<file path="config.mk">
export PLATFORM = sky130hd
export DESIGN_NAME = alu_seq_flat
export DESIGN_NICKNAME = d
export VERILOG_FILES = /design/src/rtl/alu_seq_pkg.sv /design/src/rtl/alu_seq_if.sv /design/src/rtl/alu_seq_add_w.sv /design/src/rtl/alu_seq.sv /design/src/flat_wrapper.sv
export SDC_FILE = /design/constraint.sdc
export NUM_CORES = 1
export LEC_CHECK = 0
export CAP_MARGIN = 5
export CORE_ASPECT_RATIO = 0.6
export CORE_MARGIN = 2
export CORE_UTILIZATION = 33
export CTS_CLUSTER_SIZE = 25
export DETAILED_ROUTE_END_ITERATION = 12
export GPL_TIMING_DRIVEN = 0
export HOLD_SLACK_MARGIN = 0.06
export PLACE_DENSITY = 0.57
export SLEW_MARGIN = 25
export SYNTH_ARGS = -nofsm -noshare
export SYNTH_HDL_FRONTEND = slang
export SYNTH_SLANG_ARGS = --single-unit
</file>
<file path="constraint.sdc">
create_clock -name clk -period 6.81 [get_ports clk]
set_input_delay 2.043 -clock clk [delete_from_list [all_inputs] [get_ports clk]]
set_output_delay 2.043 -clock clk [all_outputs]
set_load 0.01 [all_outputs]
</file>
<file path="src/rtl/alu_seq_pkg.sv">
// Shared types and constants for the multi-cycle ALU: opcodes, FSM states and
// the bit positions of the status flags.
package alu_seq_pkg;

  typedef enum logic [2:0] {
    OP_NOT = 3'b000,
    OP_AND = 3'b001,
    OP_OR  = 3'b010,
    OP_XOR = 3'b011,
    OP_ADD = 3'b100,
    OP_SUB = 3'b101,
    OP_MUL = 3'b110,
    OP_DIV = 3'b111
  } op_t;

  typedef enum logic [1:0] {
    IDLE = 2'd0,
    CALC = 2'd1,
    FIN  = 2'd2
  } state_t;

  localparam int FLAGS_W = 5;
  localparam int FLAG_Z  = 0;
  localparam int FLAG_N  = 1;
  localparam int FLAG_C  = 2;
  localparam int FLAG_V  = 3;
  localparam int FLAG_DZ = 4;

endpackage

</file>
<file path="src/rtl/alu_seq_if.sv">
// Request/response bundle between the operand muxes and the ALU; the master
// issues operations, the slave (the ALU) returns results and status.
interface alu_seq_if
  import alu_seq_pkg::*;
#(
  parameter int WIDTH = 8
);
  logic               start;
  op_t                op;
  logic [WIDTH-1:0]   a;
  logic [WIDTH-1:0]   b;
  logic               cin;
  logic               busy;
  logic               done;
  logic [WIDTH-1:0]   result;
  logic [WIDTH-1:0]   result_hi;
  logic [FLAGS_W-1:0] flags;

  modport master (
    output start, op, a, b, cin,
    input  busy, done, result, result_hi, flags
  );

  modport slave (
    input  start, op, a, b, cin,
    output busy, done, result, result_hi, flags
  );
endinterface

</file>
<file path="src/rtl/alu_seq_add_w.sv">
// WIDTH-bit ripple-carry adder shared by every arithmetic path of the ALU.
module add_w #(
  parameter int WIDTH = 8
) (
  input  logic [WIDTH-1:0] a,
  input  logic [WIDTH-1:0] b,
  input  logic             cin,
  output logic [WIDTH-1:0] s,
  output logic             cout
);

  always_comb begin : ripple
    logic c;
    s = '0;
    c = cin;
    for (int i = 0; i < WIDTH; i++) begin
      s[i] = a[i] ^ b[i] ^ c;
      c    = (a[i] & b[i]) | (c & (a[i] ^ b[i]));
    end
    cout = c;
  end

endmodule

</file>
<file path="src/rtl/alu_seq.sv">
// Multi-cycle ALU: logic/ADD/SUB complete on the accepting edge, unsigned
// MUL (shift-add) and DIV (restoring) iterate WIDTH cycles on one adder.
module alu_seq
  import alu_seq_pkg::*;
#(
  parameter int WIDTH = 8
) (
  input logic      clk,
  input logic      rst_n,
  alu_seq_if.slave bus
);

  localparam int CNT_W = $clog2(WIDTH + 1);
  localparam int MSB   = WIDTH - 1;

  state_t             state;
  op_t                op_q;
  logic [CNT_W-1:0]   cnt;
  logic               busy_q, done_q;
  logic [WIDTH-1:0]   result_q, result_hi_q;
  logic [FLAGS_W-1:0] flags_q;

  logic [WIDTH-1:0]   b_q, acc, sh;
  logic [WIDTH-1:0]   add_a, add_b, add_s;
  logic               add_ci, add_co;
  logic [WIDTH-1:0]   one_res;
  logic [FLAGS_W-1:0] one_flags;
  logic [WIDTH-1:0]   acc_nx, sh_nx;
  logic               div_ok;
  logic [FLAGS_W-1:0] calc_flags;

  // SUB feeds ~b into the adder, so one rule covers both ADD and SUB overflow.
  function automatic logic signed_ovf(input logic x_msb, input logic y_msb,
                                      input logic s_msb);
    return (x_msb == y_msb) && (s_msb != x_msb);
  endfunction

  add_w #(.WIDTH(WIDTH)) u_add (
    .a   (add_a),
    .b   (add_b),
    .cin (add_ci),
    .s   (add_s),
    .cout(add_co)
  );

  // Adder steering: live bus operands in IDLE, iteration registers in CALC.
  always_comb begin
    add_a  = bus.a;
    add_b  = bus.b;
    add_ci = bus.cin;
    if (state == CALC) begin
      if (op_q == OP_MUL) begin
        add_a  = acc;
        add_b  = sh[0] ? b_q : '0;
        add_ci = 1'b0;
      end else begin
        add_a  = {acc[MSB-1:0], sh[MSB]};
        add_b  = ~b_q;
        add_ci = 1'b1;
      end
    end else if (bus.op == OP_SUB) begin
      add_b  = ~bus.b;
      add_ci = 1'b1;
    end
  end

  always_comb begin
    one_res   = '0;
    one_flags = '0;
    case (bus.op)
      OP_NOT:         one_res = ~bus.a;
      OP_AND:         one_res = bus.a & bus.b;
      OP_OR:          one_res = bus.a | bus.b;
      OP_XOR:         one_res = bus.a ^ bus.b;
      OP_ADD, OP_SUB: one_res = add_s;
      default:        one_res = '0;
    endcase
    one_flags[FLAG_Z] = (one_res == '0);
    one_flags[FLAG_N] = one_res[MSB];
    if (bus.op == OP_ADD || bus.op == OP_SUB) begin
      one_flags[FLAG_C] = add_co;
      one_flags[FLAG_V] = signed_ovf(bus.a[MSB], add_b[MSB], add_s[MSB]);
    end
  end

  // Remainder below b keeps the shifted trial within WIDTH+1 bits; acc MSB is the extra bit.
  assign div_ok = acc[MSB] | add_co;

  always_comb begin
    if (op_q == OP_MUL) begin
      acc_nx = {add_co, add_s[MSB:1]};
      sh_nx  = {add_s[0], sh[MSB:1]};
    end else begin
      acc_nx = div_ok ? add_s : {acc[MSB-1:0], sh[MSB]};
      sh_nx  = {sh[MSB-1:0], div_ok};
    end
  end

  always_comb begin
    calc_flags = '0;
    if (op_q == OP_MUL) begin
      calc_flags[FLAG_Z] = (acc_nx == '0) && (sh_nx == '0);
      calc_flags[FLAG_N] = acc_nx[MSB];
    end else begin
      calc_flags[FLAG_Z]  = (sh_nx == '0);
      calc_flags[FLAG_N]  = sh_nx[MSB];
      calc_flags[FLAG_DZ] = (b_q == '0);
    end
  end

  // Iteration datapath: sh holds multiplier/low product or dividend/quotient.
  always_ff @(posedge clk) begin
    if (state == IDLE && bus.start) begin
      b_q <= bus.b;
      acc <= '0;
      sh  <= bus.a;
    end else if (state == CALC) begin
      acc <= acc_nx;
      sh  <= sh_nx;
    end
  end

  always_ff @(posedge clk or negedge rst_n) begin
    if (!rst_n) begin
      state       <= IDLE;
      op_q        <= OP_NOT;
      cnt         <= '0;
      busy_q      <= 1'b0;
      done_q      <= 1'b0;
      result_q    <= '0;
      result_hi_q <= '0;
      flags_q     <= '0;
    end else begin
      case (state)
        IDLE: begin
          if (bus.start) begin
            op_q   <= bus.op;
            busy_q <= 1'b1;
            if (bus.op == OP_MUL || bus.op == OP_DIV) begin
              cnt   <= CNT_W'(WIDTH);
              state <= CALC;
            end else begin
              result_q    <= one_res;
              result_hi_q <= '0;
              flags_q     <= one_flags;
              done_q      <= 1'b1;
              state       <= FIN;
            end
          end
        end
        CALC: begin
          cnt <= cnt - CNT_W'(1);
          if (cnt == CNT_W'(1)) begin
            result_q    <= sh_nx;
            result_hi_q <= acc_nx;
            flags_q     <= calc_flags;
            done_q      <= 1'b1;
            state       <= FIN;
          end
        end
        FIN: begin
          done_q <= 1'b0;
          busy_q <= 1'b0;
          state  <= IDLE;
        end
        default: state <= IDLE;
      endcase
    end
  end

  assign bus.busy      = busy_q;
  assign bus.done      = done_q;
  assign bus.result    = result_q;
  assign bus.result_hi = result_hi_q;
  assign bus.flags     = flags_q;

endmodule

</file>
<file path="src/flat_wrapper.sv">
// flat-port wrapper written by rule: the top's interface ports become plain ports
module alu_seq_flat import alu_seq_pkg::*;
#(
  parameter int WIDTH = 8
)
  (clk, rst_n, bus_start, bus_op, bus_a, bus_b, bus_cin, bus_busy, bus_done, bus_result, bus_result_hi, bus_flags);
  alu_seq_if #(.WIDTH(WIDTH)) bus_i ();
  input logic clk;
  input logic rst_n;
  input wire logic [$bits(bus_i.start)-1:0] bus_start;
  input wire logic [$bits(bus_i.op)-1:0] bus_op;
  input wire logic [$bits(bus_i.a)-1:0] bus_a;
  input wire logic [$bits(bus_i.b)-1:0] bus_b;
  input wire logic [$bits(bus_i.cin)-1:0] bus_cin;
  output wire logic [$bits(bus_i.busy)-1:0] bus_busy;
  output wire logic [$bits(bus_i.done)-1:0] bus_done;
  output wire logic [$bits(bus_i.result)-1:0] bus_result;
  output wire logic [$bits(bus_i.result_hi)-1:0] bus_result_hi;
  output wire logic [$bits(bus_i.flags)-1:0] bus_flags;
  assign bus_i.start = bus_start;
  assign bus_i.op = bus_op;
  assign bus_i.a = bus_a;
  assign bus_i.b = bus_b;
  assign bus_i.cin = bus_cin;
  assign bus_busy = bus_i.busy;
  assign bus_done = bus_i.done;
  assign bus_result = bus_i.result;
  assign bus_result_hi = bus_i.result_hi;
  assign bus_flags = bus_i.flags;
  alu_seq #(.WIDTH(WIDTH)) u_core (.clk(clk), .rst_n(rst_n), .bus(bus_i));
endmodule
</file>
==> out/metrics.cfg, run 1 <==
[critical_path]
crit_type=input pin to flip-flop
regToRegStartpoint=u_core.state[0]
cp.arrival_ns=6.89
setup.worst_path.end_class=flip-flop
crit_fanout=8
startpoint=bus_op[2]
crit_required_ns=7.05
worstSetupStartpointType=input pin

[die]
fp-row-count=30
floorplan.die.width_um=144.3
initial_core_util=0.3416
die_area_sq_um=12720
die_y_um=88.18
core_sq_um=11410
ios=46

[power]
ir_drop_uv=180.4
comb_power_share=0.603
p_leak_nw=2.077
internal_power_mw=1.174
power_frac_clock=0.119
switchingPower_mw=1.046
p_seq_frac=0.278
switching_share=0.4710
powerDensity_nw_per_um2=458.2

[sta]
setup_viol=0
hold_viol_final=0
fin_crit_ns=6.651
tightestPinTransition_ns=0.6885
max_freq_mhz=150.4
fin_hold_ws_ns=0.4711
relSlewSlack=0.5396
tns_ns=0
drv_slew=0
skew_ns=0.006440
period_share=0.9767

[synthesis]
synth_cells=464
synth_fp_nets=513
synthXorXnorAreaFrac=0.02247
ys_seq_area_frac=0.3698
synth-edff-count=16
synth-compound-area-share=0.1981
synth_top_family_by_area=simple AND/OR/NAND/NOR gates
synth-seq-cells=56
synth_mux_area_frac=0.01798
ys_async_sr_fraction=0.5714
yosysWarnings=0
synth.cell_area_sq_um=3897
synthAdderAreaFrac=0.09888
syn_avg_cell_area_sq_um=8.400
synthSimpleGateAreaFrac=0.2276
yosysUniqueCellTypes=59
yosys_most_used_dff=dfrtp_1

[drt]
drt_iter0_drc=398
vias=3747
wl_per_cell_um=19.26
wl_mm=13.25
antenna_left=0
drc=0
viasPerCell=5.446
drt-pass1-iter-count=5

[clocking]
clk_path_buf_depth=2
clock-sinks=56
clock_latency_ns=0.30
cts_tree=done
h-tree-depth=2
cts_made_buffers=5
cts.clk_slew.worst_paths_ns=0.07
clock-root-buffer=clkbuf_16

[place]
port-buffer-count=44
placed_cells=669
gp_congestion=0.9602
place_area_sq_um=4553
dpl.hpwl_mm=10.28

[global_route]
grt_max_degree=30
grt_antenna_before_repair=0
grt-ovfl-total=0
first_global_vias=3419
grt_pass1_wl_mm=20.18
grt_usage=0.2148

[final_layout]
drive_above_1_share=0.1231
fin_nets=576
fin_util=0.4246
stdcell_count=688
fillers=1192
ff_latch_area_sq_um=1441
postLayoutCellArea_sq_um=4845
antenna_cells=0
area_growth_pct=24.30
multi_input_area_sq_um=2253

[hold_path]
hold_class=flip-flop to flip-flop
hp-start=u_core.bus.result_hi[1]

[status]
outcome=finished, final reports clean

[flow_run]
cap_viol_max_count=0

[Yosys cell counts, types with 2 or more instances]
| library cell | count | area share |
|---|---|---|
| nand2_1 | 94 | 0.091 |
| nor2_1 | 46 | 0.044 |
| dfrtp_1 | 32 | 0.21 |
| o21ai_0 | 27 | 0.035 |
| a21oi_1 | 26 | 0.033 |
| inv_1 | 25 | 0.024 |
| ha_1 | 18 | 0.058 |
| nor3_1 | 17 | 0.022 |
| edfxtp_1 | 16 | 0.12 |
| buf_2 | 15 | 0.019 |
| o211ai_1 | 11 | 0.021 |
| a31oi_1 | 10 | 0.016 |
| xnor2_1 | 10 | 0.022 |
| a211oi_1 | 8 | 0.015 |
| a21o_1 | 8 | 0.015 |
| dfxtp_1 | 8 | 0.041 |
| fa_1 | 8 | 0.041 |
| clkbuf_1 | 7 | 0.0067 |
| mux2i_1 | 7 | 0.018 |
| nand3_1 | 6 | 0.0077 |
| a311oi_1 | 5 | 0.011 |
| nand2b_1 | 5 | 0.0080 |
| nor2b_1 | 5 | 0.0080 |
| nor4_1 | 3 | 0.0048 |
| o311ai_0 | 3 | 0.0067 |
| o31ai_1 | 3 | 0.0058 |
| o32ai_1 | 3 | 0.0067 |
| a221o_1 | 2 | 0.0051 |
| buf_4 | 2 | 0.0039 |
| buf_6 | 2 | 0.0058 |
| inv_2 | 2 | 0.0019 |
| nand4_1 | 2 | 0.0032 |
| o22ai_1 | 2 | 0.0032 |
[cell type report]
type,instances,share of cell area
Buffer,27,0.03048
Clock buffer,6,0.02660
Clock inverter,2,0.003099
Inverter,29,0.02299
Multi-Input combinational cell,352,0.4651
Sequential cell,56,0.2975
Tap cell,160,0.04132
Timing Repair Buffer,56,0.1129
[layer usage]
metal / share of wire / vias up / GRT usage
li1: - / 1746 / -
met4: 0.010 / 0 / 0.03795
met5: 0 / - / 0
met1: 0.51 / 1833 / 0.3346
met3: 0.082 / 13 / 0.05960
met2: 0.39 / 155 / 0.2951
[stage by stage]
step	setup WS, ns	power (mW)
floorplan	0.4695	1.372
global placement	-0.8304	1.835
detailed placement	-0.7641	1.841
CTS	0.01980	2.160
global route	-0.008406	2.371
finish	0.1590	2.220
[flip-flops by register name, indices dropped and copies added (netlist names)]
register and count:
u_core.acc 8, u_core.b_q 8, u_core.bus.result 8, u_core.bus.result_hi 8, u_core.sh 8, u_core.bus.flags 5
u_core.cnt 4, u_core.op_q 3, u_core.state 2, u_core.bus.busy 1, u_core.bus.done 1
[power by group through the flow]
stage	Clock, mW	Sequential, mW	Combinational [mW]
floorplan	0	0.615	0.758
global placement	0	0.615	1.22
detailed placement	0	0.619	1.22
CTS	0.271	0.614	1.28
global route	0.282	0.633	1.46
finish	0.265	0.616	1.34
[worst max-delay path, stage by stage]
cell             delay (ns)
clkdlybuf4s15_2        0.24
nor2b_4                0.19
nand2_4                0.11
xnor2_1                0.15
o21ai_1                0.10
fa_2                   0.39
fa_2                   0.36
fa_1                   0.40
fa_1                   0.40
fa_1                   0.41
fa_1                   0.38
inv_1                  0.08
fa_1                   0.47
or3b_2                 0.46
o311a_1                0.18
a221oi_1               0.38
a21o_1                 0.12
[path summary, 6_finish.rpt]
| kind | to | cells after the start | slack, ns |
|---|---|---|---|
| worst max-delay path | u_core.bus.result[6] | 17 | 0.16 |
| worst min-delay path | u_core.bus.result_hi[1] | 2 | 0.47 |
| worst max register to register | u_core.bus.result[6] | 17 | 1.05 |
| worst min register to register | u_core.bus.result_hi[1] | 2 | 0.47 |
| max in group asynchronous | u_core.op_q[2] | 2 | 4.90 |
| min in group asynchronous | u_core.bus.flags[4] | 1 | 1.54 |
[timing repair]
item	4_1_cts	5_1_grt
pin swaps	3	4
setup buffers	2	8
gates cloned	0	1
hold buffers	0	0
hold endpoints to repair	0	0
endpoints found under the setup margin	22	16
gates resized for setup	12	10
[layout by cell type (no fill, tap or decap), types with 6 or more instances in the layout]
cell	instances
nand2_1	94
nor2_1	46
clkdlybuf4s50_1	40
dfrtp_1	32
a21oi_1	26
o21ai_0	26
inv_1	25
ha_1	18
nor3_1	16
edfxtp_1	16
buf_2	14
buf_4	14
o211ai_1	11
xnor2_1	10
a31oi_1	9
clkbuf_1	8
a21o_1	8
dfxtp_1	8
mux2i_1	7
a211oi_1	7
nand3_1	6
[kinds of logic (layout without fill, tap and decap cells)]
| logic type | Yosys count | count (layout) |
|---|---|---|
| AOI/OAI and AO/OA | 117 | 117 |
| xor gates and xnor gates | 10 | 10 |
| adders and majority gates | 26 | 26 |
| buffers and inverters | 56 | 120 |
| DFF | 56 | 56 |
| muxes | 7 | 7 |
| and+or+nand+nor | 192 | 192 |
Note: power is estimated with default switching activity, not from simulation.
==> run 2, diff against run 1 <==
--- a/config.mk
+++ b/config.mk
@@ -9,6 +9,7 @@
 export CORE_ASPECT_RATIO = 0.6
 export CORE_MARGIN = 2
 export CORE_UTILIZATION = 33
+export CTS_CLUSTER_DIAMETER = 50
 export CTS_CLUSTER_SIZE = 25
 export DETAILED_ROUTE_END_ITERATION = 12
 export GPL_TIMING_DRIVEN = 0
==> results of run 2 <==
Same layout as run 1: the final DEF is identical, and so are final timing and power.
